File: src/rtl/rca_bist_pkg.sv
// rtl/rca_bist_pkg.sv - shared types and width helpers for the RCA self-test block
package rca_bist_pkg;

  typedef enum logic [2:0] {
    ST_IDLE,
    ST_APPLY,
    ST_WAIT,
    ST_CHECK,
    ST_DONE
  } state_t;

  // Vector index is {a, b, cin}
  function automatic int vec_w(input int width);
    return 2 * width + 1;
  endfunction

  // Expected result is {cout, s}
  function automatic int sum_w(input int width);
    return width + 1;
  endfunction

endpackage

File: src/rtl/rca_bist_gold.sv
// rtl/rca_bist_gold.sv - combinational golden adder: expected {cout, s} for a vector index
module rca_bist_gold
  import rca_bist_pkg::*;
#(
  parameter int WIDTH = 4
) (
  input  logic [vec_w(WIDTH)-1:0] i_vec,
  output logic [sum_w(WIDTH)-1:0] o_sum
);

  logic [WIDTH-1:0] w_a;
  logic [WIDTH-1:0] w_b;
  logic             w_cin;

  assign {w_a, w_b, w_cin} = i_vec;
  assign o_sum = {1'b0, w_a} + {1'b0, w_b} + {{WIDTH{1'b0}}, w_cin};

endmodule

File: src/rtl/rca_bist.sv
// rtl/rca_bist.sv - exhaustive sweep driver/checker for a ripple-carry adder
module rca_bist
  import rca_bist_pkg::*;
#(
  parameter int WIDTH  = 4,
  parameter int SETTLE = 1,
  parameter int ERR_W  = 16
) (
  input  logic                    clk,
  input  logic                    rst_n,
  input  logic                    start,
  output logic [WIDTH-1:0]        dut_a,
  output logic [WIDTH-1:0]        dut_b,
  output logic                    dut_cin,
  input  logic [WIDTH-1:0]        dut_s,
  input  logic                    dut_cout,
  output logic                    busy,
  output logic                    done,
  output logic                    pass,
  output logic [ERR_W-1:0]        err_count,
  output logic                    first_fail_valid,
  output logic [2*WIDTH:0]        first_fail_vec
);

  localparam int VW = vec_w(WIDTH);
  localparam int SW = sum_w(WIDTH);
  localparam int CW = (SETTLE > 1) ? $clog2(SETTLE) : 1;
  localparam logic [CW-1:0] SETTLE_LD = CW'((SETTLE > 0) ? SETTLE - 1 : 0);

  state_t           r_state;
  logic [VW-1:0]    r_v;
  logic [CW-1:0]    r_cnt;
  logic [WIDTH-1:0] r_a;
  logic [WIDTH-1:0] r_b;
  logic             r_cin;
  logic             r_busy;
  logic             r_done;
  logic             r_pass;
  logic [ERR_W-1:0] r_err;
  logic             r_ffv;
  logic [VW-1:0]    r_ffvec;

  logic [SW-1:0]    w_exp;
  logic             w_mismatch;
  logic             w_last;
  logic [ERR_W-1:0] w_err_next;

  rca_bist_gold #(.WIDTH(WIDTH)) u_gold (
    .i_vec (r_v),
    .o_sum (w_exp)
  );

  assign w_mismatch = ({dut_cout, dut_s} != w_exp);
  assign w_last     = &r_v;
  // Counter sticks at all-ones so a saturated count can never read as a pass
  assign w_err_next = (w_mismatch && !(&r_err)) ? r_err + 1'b1 : r_err;

  always_ff @(posedge clk or negedge rst_n) begin
    if (!rst_n) begin
      r_state <= ST_IDLE;
      r_v     <= '0;
      r_cnt   <= '0;
      r_a     <= '0;
      r_b     <= '0;
      r_cin   <= 1'b0;
      r_busy  <= 1'b0;
      r_done  <= 1'b0;
      r_pass  <= 1'b0;
      r_err   <= '0;
      r_ffv   <= 1'b0;
      r_ffvec <= '0;
    end else begin
      case (r_state)
        ST_IDLE, ST_DONE: begin
          if (start) begin
            r_v     <= '0;
            r_err   <= '0;
            r_ffv   <= 1'b0;
            r_ffvec <= '0;
            r_busy  <= 1'b1;
            r_done  <= 1'b0;
            r_pass  <= 1'b0;
            r_state <= ST_APPLY;
          end
        end
        ST_APPLY: begin
          {r_a, r_b, r_cin} <= r_v;
          if (SETTLE == 0) begin
            r_state <= ST_CHECK;
          end else begin
            r_cnt   <= SETTLE_LD;
            r_state <= ST_WAIT;
          end
        end
        ST_WAIT: begin
          if (r_cnt == '0) begin
            r_state <= ST_CHECK;
          end else begin
            r_cnt <= r_cnt - 1'b1;
          end
        end
        ST_CHECK: begin
          r_err <= w_err_next;
          if (w_mismatch && !r_ffv) begin
            r_ffv   <= 1'b1;
            r_ffvec <= r_v;
          end
          if (w_last) begin
            r_busy  <= 1'b0;
            r_done  <= 1'b1;
            r_pass  <= (w_err_next == '0);
            r_state <= ST_DONE;
          end else begin
            r_v     <= r_v + 1'b1;
            r_state <= ST_APPLY;
          end
        end
        default: r_state <= ST_IDLE;
      endcase
    end
  end

  assign dut_a            = r_a;
  assign dut_b            = r_b;
  assign dut_cin          = r_cin;
  assign busy             = r_busy;
  assign done             = r_done;
  assign pass             = r_pass;
  assign err_count        = r_err;
  assign first_fail_valid = r_ffv;
  assign first_fail_vec   = r_ffvec;

endmodule

File: config.mk
export PLATFORM = sky130hd
export DESIGN_NAME = rca_bist
export DESIGN_NICKNAME = d
export VERILOG_FILES = /design/src/rtl/rca_bist_pkg.sv /design/src/rtl/rca_bist_gold.sv /design/src/rtl/rca_bist.sv
export SDC_FILE = /design/constraint.sdc
export NUM_CORES = 1
export LEC_CHECK = 0
export ABC_AREA = 1
export BUFFER_PORTS_ARGS = -buffer_cell sky130_fd_sc_hd__buf_2
export CORE_MARGIN = 10
export CORE_UTILIZATION = 43
export CTS_BUF_LIST = sky130_fd_sc_hd__clkbuf_4 sky130_fd_sc_hd__clkbuf_8 sky130_fd_sc_hd__clkbuf_16
export DETAILED_ROUTE_END_ITERATION = 7
export GPL_TIMING_DRIVEN = 0
export HOLD_SLACK_MARGIN = 0.12
export PLACE_DENSITY = 0.63
export SLEW_MARGIN = 30
export SYNTH_ARGS = -nofsm -noshare
export SYNTH_HDL_FRONTEND = slang
export SYNTH_HIERARCHICAL = 1
export SYNTH_SLANG_ARGS = --single-unit
File: constraint.sdc
create_clock -name clk -period 6.05 [get_ports clk]
set_clock_uncertainty 0.1 [all_clocks]
set_input_delay 0.9075 -clock clk [delete_from_list [all_inputs] [get_ports clk]]
set_output_delay 0.9075 -clock clk [all_outputs]
set_load 0.005 [all_outputs]
* Word-level counts from Yosys, hierarchy flattened
Index checks and enable logic that the tools add are counted. W data, S select, Z words.
Word-level totals: bits in registers 51, latch bits 0, RAM bits 0, ROM bits 0, input bits 8, output and inout bits 38, word-level logic and storage cells 67, memories kept 0
Cells by class: add/sub/neg operators 5, multipliers 0, div/mod/pow operators 0, $lt $le $gt $ge 0, equal/unequal tests 10, shift-type cells 0, mux-type cells 24, bitwise gates (word level) 0, reductions and logical operators 16
Operator list (number):
- $pmux W9 S2 | 2
- $mux W16 | 2
- $pmux W16 S2 | 1
- $mux W9 | 3
- $add A16 B1 Y16 const B | 1
- $logic_not A16 Y1 | 1
- $reduce_and A16 Y1 | 1
- $pmux W3 S4 | 1
- $ne A2 B2 Y1 const B | 5
- $pmux W1 S2 | 5
- $add A9 B1 Y9 const B | 1
- $mux W3 | 3
- $reduce_and A3 Y1 | 3
- $reduce_and A9 Y1 | 1
- $mux W1 | 7
- $eq A3 B2 Y1 const B | 2
- $add A4 B4 Y5 | 1
- $add A5 B1 Y5 | 1
- $ne A5 B5 Y1 | 1
- $reduce_and A2 Y1 | 2
- $reduce_bool A2 Y1 | 2
- $eq A3 B1 Y1 const B | 1
- $eq A3 B3 Y1 const B | 1
- $logic_not A3 Y1 | 1
- other kinds (4) | 6

* Longest topological paths before layout
Gate-level depths: netlist of the first run.
depth after elaboration 8, mapped depth 19, mapped depth without buffers 19

* By module
The synthesis of the first run kept the hierarchy.
By module, submodules not included:
- rca_bist | instances 1, cells each 368, area an instance 2752.6 um^2, seq. area each 1251.2 um^2
- rca_bist_gold | instances 1, cells each 25, area an instance 165.2 um^2, seq. area each 0.0 um^2

* Worst setup path after synthesis of the first run
No wires, ideal clock.
kind register to register, start register r_v[0], end register r_pass (netlist: pass), setup time 0.065 ns, data arrival time 2.496 ns, required time 5.885 ns, path slack 3.389 ns, stages on the path, launching flop included 18, path buffers 1, clock period less this slack 2.661 ns, path through dfrtp_1 fa_1 inv_1 fa_1 inv_1 inv_1 nand2_1 nand2_1 nor2_1 nand3_1 clkbuf_1 nand3_1 nand2_1 nor2_1 nand2_1 nor2_1 nand3_1 nand2_1
Between the ends: cells in the longest elaborated chain, start to end 7, elaborated cells between the ends (all ways) 10, those cells by class 1 x add/sub; 2 x eq/ne; 3 x mux; 4 x reduce/logical
RTL lines:
- start, declared | RTL line rca_bist.sv:31 | logic [VW-1:0] r_v;
- start signal, assigned | RTL line rca_bist.sv:114 | r_v <= r_v + 1'b1;
- $add A5 B1 Y5 | RTL line rca_bist_gold.sv:16 | assign o_sum = {1'b0, w_a} + {1'b0, w_b} + {{WIDTH{1'b0}}, w_cin};
- net w_exp[1] | RTL line rca_bist.sv:43 | logic [SW-1:0] w_exp;
- $ne A5 B5 Y1 | RTL line rca_bist.sv:53 | assign w_mismatch = ({dut_cout, dut_s} != w_exp);
- $logic_and A1 B1 Y1 | RTL line rca_bist.sv:56 | assign w_err_next = (w_mismatch && !(&r_err)) ? r_err + 1'b1 : r_err;
- $mux W16 | RTL line rca_bist.sv:56
- $logic_not A16 Y1 | RTL line rca_bist.sv:111 | r_pass <= (w_err_next == '0);
- $mux W1 | RTL line rca_bist.sv:108 | if (w_last) begin
- $pmux W1 S2 | RTL line rca_bist.sv:73 | case (r_state)
- end signal, assigned | RTL line rca_bist.sv:111
- end, declared | RTL line rca_bist.sv:38 | logic r_pass;
The timed path passes the listed nets, and every way through them passes these cells. The select of a mux whose other input is x is not followed. A chain may end at the register's enable or synchronous reset.

* Worst setup path after layout of the first run
start register r_v[5], end register r_pass (netlist: pass)
Between the ends: cells in the longest elaborated chain, start to end 8, elaborated cells between the ends (all ways) 11, those cells by class 2 x add/sub; 2 x eq/ne; 3 x mux; 4 x reduce/logical
RTL lines (RTL line):
- $add A4 B4 Y5 | rca_bist_gold.sv:16
- $add A5 B1 Y5 | rca_bist_gold.sv:16
- net w_exp[1] | rca_bist.sv:43
- $ne A5 B5 Y1 | rca_bist.sv:53
- $logic_and A1 B1 Y1 | rca_bist.sv:56
- $mux W16 | rca_bist.sv:56
- $logic_not A16 Y1 | rca_bist.sv:111
- $mux W1 | rca_bist.sv:108
- $pmux W1 S2 | rca_bist.sv:73
The timed path passes the listed nets, and every way through them passes these cells. The select of a mux whose other input is x is not followed.

==> results of run 1 <==
Yosys cell counts (2+ instances only):
| library cell | n |
|---|---|
| a21oi_1 | 8 |
| clkbuf_1 | 7 |
| dfrtp_1 | 50 |
| fa_1 | 2 |
| ha_1 | 6 |
| inv_1 | 48 |
| inv_2 | 4 |
| nand2_1 | 119 |
| nand2_2 | 5 |
| nand2_4 | 2 |
| nand3_1 | 44 |
| nand4_1 | 9 |
| nor2_1 | 26 |
| nor2_2 | 2 |
| nor3_1 | 3 |
| o21ai_0 | 35 |
| o22ai_1 | 6 |
| xnor2_1 | 2 |
| xor2_1 | 4 |
cells by family after synthesis:
| logic type | after synthesis |
|---|---|
| AO/OA/AOI/OAI | 52 |
| XOR/XNOR | 6 |
| adder cells (fa/ha/maj) | 8 |
| AND/OR/NAND/NOR | 214 |
| flip-flops | 50 |
| buffers and inverters | 63 |
registers in the layout (all words and copies together) (netlist names):
name	flops
err_count	16
first_fail_vec	9
r_v	9
dut_a	4
dut_b	4
r_state	3
busy	1
done	1
dut_cin	1
first_fail_valid	1
pass	1
per-stage QoR:
step           area (µm²)  worst slack, ps  utilization (%)
2_1_floorplan        2920             3390                -
3_3_place_gp         3240             2910             50.2
3_5_place_dp         3240             2850             50.2
4_1_cts              3350             2820             51.9
5_1_grt              3350             2510             51.9
6_report             3350             2820             51.9
area by class of cell:
cell class              instances  area share (%)
multi-input cells             280            41.7
inverters                      53            6.01
flip-flops and latches         50            37.3
clock inverters                 3            1.31
clock buffers                   5            2.05
plain buffers                  10            1.94
well taps                      77            2.87
repair buffers                 45            6.79
final timing paths:
kind	startpoint	end	cells past startpoint
max	r_v[5]	pass	17
max in group asynchronous	rst_n	err_count[15]	1
min reg2reg	done	done	2
min in group asynchronous	rst_n	dut_a[1]	1
min	done	done	2
max reg2reg	r_v[5]	pass	17
report_power, final:
| group | total, W | internal, W | switching [W] |
|---|---|---|---|
| clock | 0.000243 | 0.000124 | 0.000119 |
| combinational | 0.000496 | 0.000169 | 0.000327 |
| sequential | 0.000471 | 0.000408 | 0.0000632 |
| total | 0.00121 | 0.000701 | 0.000509 |
per-layer routing:
metal | track usage [%] | up-vias | wire length (µm)
li1 | - | 1367 | -
met1 | 21.4 | 1280 | 3640
met2 | 23.2 | 55 | 3400
met3 | 4.32 | 6 | 504
met4 | 3.90 | 0 | 72
met5 | 0 | - | 0
critical path, delay by kind of cell, from the launching register on:
kind | cells | cell delay (ps)
fa+ha+maj | 2 | 850
buf+inv | 4 | 560
flops | 1 | 480
simple gates | 11 | 1190
==> flow_summary.toml, run 1 <==
[yosys]
synthAdderAreaFrac_pct = 3.95
netlist_area_mm2 = 0.00292
synth_compound_area_share_pct = 9.43
synthArstFlopShare_pct = 100
synth_edf_count = 0
yosysTopAreaCellShare_pct = 42.9
syn-num-nets = 409
synth-simple-area-share_pct = 32.8
ys_ff_latch = 50
synth_mux_area_share_pct = 0
avgSynthCellArea_um2 = 7.42
ys.flop_type = "dfrtp_1"
yosysUniqueCellTypes = 30
synth_xor_area_share_pct = 1.80
ys_warn_count = 6
synthCells = 393
synth_top_cells_by_area = "dfrtp_1, nand2_1, nand3_1"
synth_top_family_by_area = "simple AND/OR/NAND/NOR gates"
yosysSeqAreaShare_pct = 42.9
synth_top_area_cell = "dfrtp_1"

[global_routing]
grt_pass1_vias = 2684
grt_max_degree = 51
track_usage_pct = 15.5
grt-ovfl-total = 0
antenna_found_initial = 0
grt_pass1_wl_mm = 13.1

[sta]
fin_tns_setup_ps = 0
rsz0062_at_grt = "false"
fmax_mhz = 309
setup_viol_count_final = 0
period_share_pct = 53.5
max_slew_margin_pct = 57.9
hold_viol_final = 0
holdWs_ps = 382
worst_slew_pin_slew_ps = 632
post-route-min-period_ps = 3230
drv_slew = 0

[setup_path]
cp_slowest_cell = "dfrtp_1"
worstPathArrival_ps = 3380
path_common_cell = "nand2_1"
start_kind = "flip-flop"
worstSetupPathType = "reg2reg"
max_stage_delay_ps = 480
worstPathRequired_ps = 6200
path_cells = "fa_1 -> inv_1 -> fa_1 -> inv_1 -> inv_1 -> nand2_1 -> nand2_1 -> nor2_1 -> nand3_1 -> clkbuf_1 -> nand3_1 -> nand2_1 -> nor2_1 -> nand2_1 -> nor2_1 -> nand3_1 -> nand2_1"
path_max_fanout = 10
r2r_slack_ps = 2820
cp-end-kind = "flip-flop"

[min_path]
holdCritPathClass = "reg2reg"

[finish]
multi_input_area_mm2 = 0.00140
seqCellArea_mm2 = 0.00125
nFillCells = 645
n_antenna_cell = 0
syn_to_final_growth_pct = 15.0
layout_commonest_cell = "nand2_1"
drive_above_1_share_pct = 16.8
final_cells = 523
nets = 461
layout_common_cells = "nand2_1, dfrtp_1, inv_1"

[floorplanning]
io_pins = 46
die_w_um = 102
core_area_mm2 = 0.00646
start_util_pct = 45.2
die-area_mm2 = 0.0105
die_y_um = 102
rows = 29

[clocking]
clk_pin_slew_worst_paths_ps = 90
post_cts_buffers = 0
cts-root-buf = "clkbuf_8"
clock-sinks = 50
cts_buffers = 5
cts_resized = 0
cts_buffer_depth = 2
ctsHoldBuffers = 0
cts_tree = "done"
clk-insertion-delay-late_ps = 310
htree_num_levels = 2

[power]
power.total_w = 0.00121
vdd_ir_drop_max_uv = 237
power.density_mw_per_mm2 = 361
leakagePower_nw = 1.78

[drt]
wire_per_inst_um = 14.6
drtPass1Iterations = 4
via_per_inst = 5.18
num_vias = 2708
wirelength_mm = 7.62
first_iter_violations = 118
ant_nets = 0
route.detailed.drc = 0

[place]
place_congestion = 0.855
dpl.cell_count = 515
portBuffers = 45
dp_hpwl_mm = 5.70

[job]
maxCapViolations = 0

[status]
status = "completed"
No activity file was read; power rests on OpenSTA's default activity.
==> run 2, diff against run 1 <==
clock period = 3.1 ns   (was 6.05 ns; I/O delays follow)
==> run 2 against run 1 <==
Net effect: register-to-register slack worse by 2600 ps; fmax up 13%; sequential cell count unchanged; clock power up 95%; final cell count up 0.19%; wire length down 0.13%; critical path type unchanged; via count up 0.26%; total power up 98%; utilization up 0.76 points; setup slack worse by 2600 ps; worst hold slack worse by 130 ps; first-iteration DRC count up 19%.
==> flow_summary.toml, run 2 (synthesized netlist as in run 1, its figures left out) <==
[status]
status = "completed"

[clocking]
htree_num_levels = 2
post_cts_buffers = 0
cts_buffer_depth = 2
clock-sinks = 50
clk-insertion-delay-late_ps = 310
cts_buffers = 5
cts-root-buf = "clkbuf_8"
cts_tree = "done"
clk_pin_slew_worst_paths_ps = 90

[sta]
post-route-min-period_ps = 2860
drv_slew = 0
worst_slew_pin_slew_ps = 633
hold_viol_final = 0
setup_viol_count_final = 0
max_slew_margin_pct = 57.8
rsz0062_at_grt = "false"
fmax_mhz = 350
fin_tns_setup_ps = 0
period_share_pct = 92.3

[power]
clkPwrFrac_pct = 19.8
power.density_mw_per_mm2 = 705
vdd_ir_drop_max_uv = 459
comb_power_share_pct = 41.9
p_int_w = 0.00139
p_sw_share_pct = 42.2
power.total_w = 0.00240
leakagePower_nw = 1.80
pwr-share-seq_pct = 38.4
p_switching_w = 0.00101

[global_routing]
track_usage_pct = 15.5
grt_pass1_vias = 2700
grt_pass1_wl_mm = 13.1
antenna_found_initial = 0
grt-ovfl-total = 0
grt_max_degree = 51

[floorplanning]
core_area_mm2 = 0.00646
die_y_um = 102
start_util_pct = 45.2
io_pins = 46
die_w_um = 102
die-area_mm2 = 0.0105
rows = 29

[finish]
layout_common_cells = "nand2_1, dfrtp_1, inv_1"
drive_above_1_share_pct = 18.3
nFillCells = 639
n_antenna_cell = 0
syn_to_final_growth_pct = 16.6
fin_util_pct = 52.7
final_cells = 524
nets = 462
layout_commonest_cell = "nand2_1"
largest_register_ffs = 16

[drt]
drtPass1Iterations = 4
first_iter_violations = 141
via_per_inst = 5.18
ant_nets = 0
route.detailed.drc = 0
wire_per_inst_um = 14.5
num_vias = 2715
wirelength_mm = 7.61

[setup_path]
path_max_fanout = 10
worstPathArrival_ps = 3010
max_stage_delay_ps = 430
cp_top_family = "simple AND/OR/NAND/NOR gates"
worstSetupPathType = "reg2reg"
cp-end-kind = "flip-flop"
cp_slowest_cell = "dfrtp_1"
path_cells = "fa_2 -> inv_1 -> fa_1 -> inv_1 -> inv_1 -> nand2_1 -> nand2_1 -> nor2_2 -> nand3_4 -> nand2_4 -> buf_12 -> nand2_1 -> nand2_1 -> nand3_1 -> nor2_1 -> nand3_1 -> nand2_1"
worstPathRequired_ps = 3250
path_common_cell = "nand2_1"
crit_buf_inv = 4
start_kind = "flip-flop"

[place]
dpl.cell_count = 515
dp_hpwl_mm = 5.70
place_congestion = 0.855
portBuffers = 45

[min_path]
holdCritPathClass = "in2reg"

[job]
maxCapViolations = 0
==> run 2: power by group through the flow <==
stage / sequential, W / clock [W] / combinational (W)
6_report: 0.000920 / 0.000474 / 0.00100
5_1_grt: 0.000942 / 0.000505 / 0.00116
4_1_cts: 0.000920 / 0.000481 / 0.000995
3_5_place_dp: 0.000933 / 0 / 0.000974
3_3_place_gp: 0.000926 / 0 / 0.000960
2_1_floorplan: 0.000919 / 0 / 0.000644
==> run 2: repair_timing <==
item	in CTS	in global routing
resized for setup	4	7
hold endpoints to repair	50	0
endpoints found under the setup margin	10	11
hold buffers	1	0
==> run 2: through the flow <==
stage | instance area (µm²) | hold slack, ps | worst slack (ps)
2_1_floorplan | 2920 | 69.4 | 439
3_3_place_gp | 3240 | 353 | -42.7
3_5_place_dp | 3240 | 358 | -99.6
4_1_cts | 3380 | 247 | 71.1
5_1_grt | 3400 | 278 | 22.1
6_report | 3400 | 249 | 240
==> run 2: per-layer routing <==
metal | share of wire [%] | GRT usage, % | vias up
met5 | 0 | 0 | -
met4 | 0.97 | 3.90 | 0
met3 | 7.1 | 4.32 | 6
met2 | 44 | 23.3 | 66
met1 | 48 | 21.6 | 1271
li1 | - | - | 1372
==> run 2: final cells by class <==
class / instances / area [µm²] / share of cell area (%)
Inverter: 53 / 201 / 5.92
Sequential cell: 50 / 1250 / 36.8
Multi-Input combinational cell: 280 / 1430 / 42.0
Buffer: 10 / 72.6 / 2.13
Clock buffer: 5 / 68.8 / 2.02
Tap cell: 77 / 96.3 / 2.83
Timing Repair Buffer: 46 / 238 / 6.99
Clock inverter: 3 / 43.8 / 1.29
==> run 2: path summary, 6_finish.rpt <==
check	from	slack, ps	depth (start not counted)	end
min in group asynchronous	rst_n	600	2	dut_a[1]
max reg2reg	r_v[0]	240	17	pass
max	r_v[0]	240	17	pass
max in group asynchronous	rst_n	1830	2	r_v[5]
min	start	250	2	r_state[2]
min reg2reg	done	380	2	done
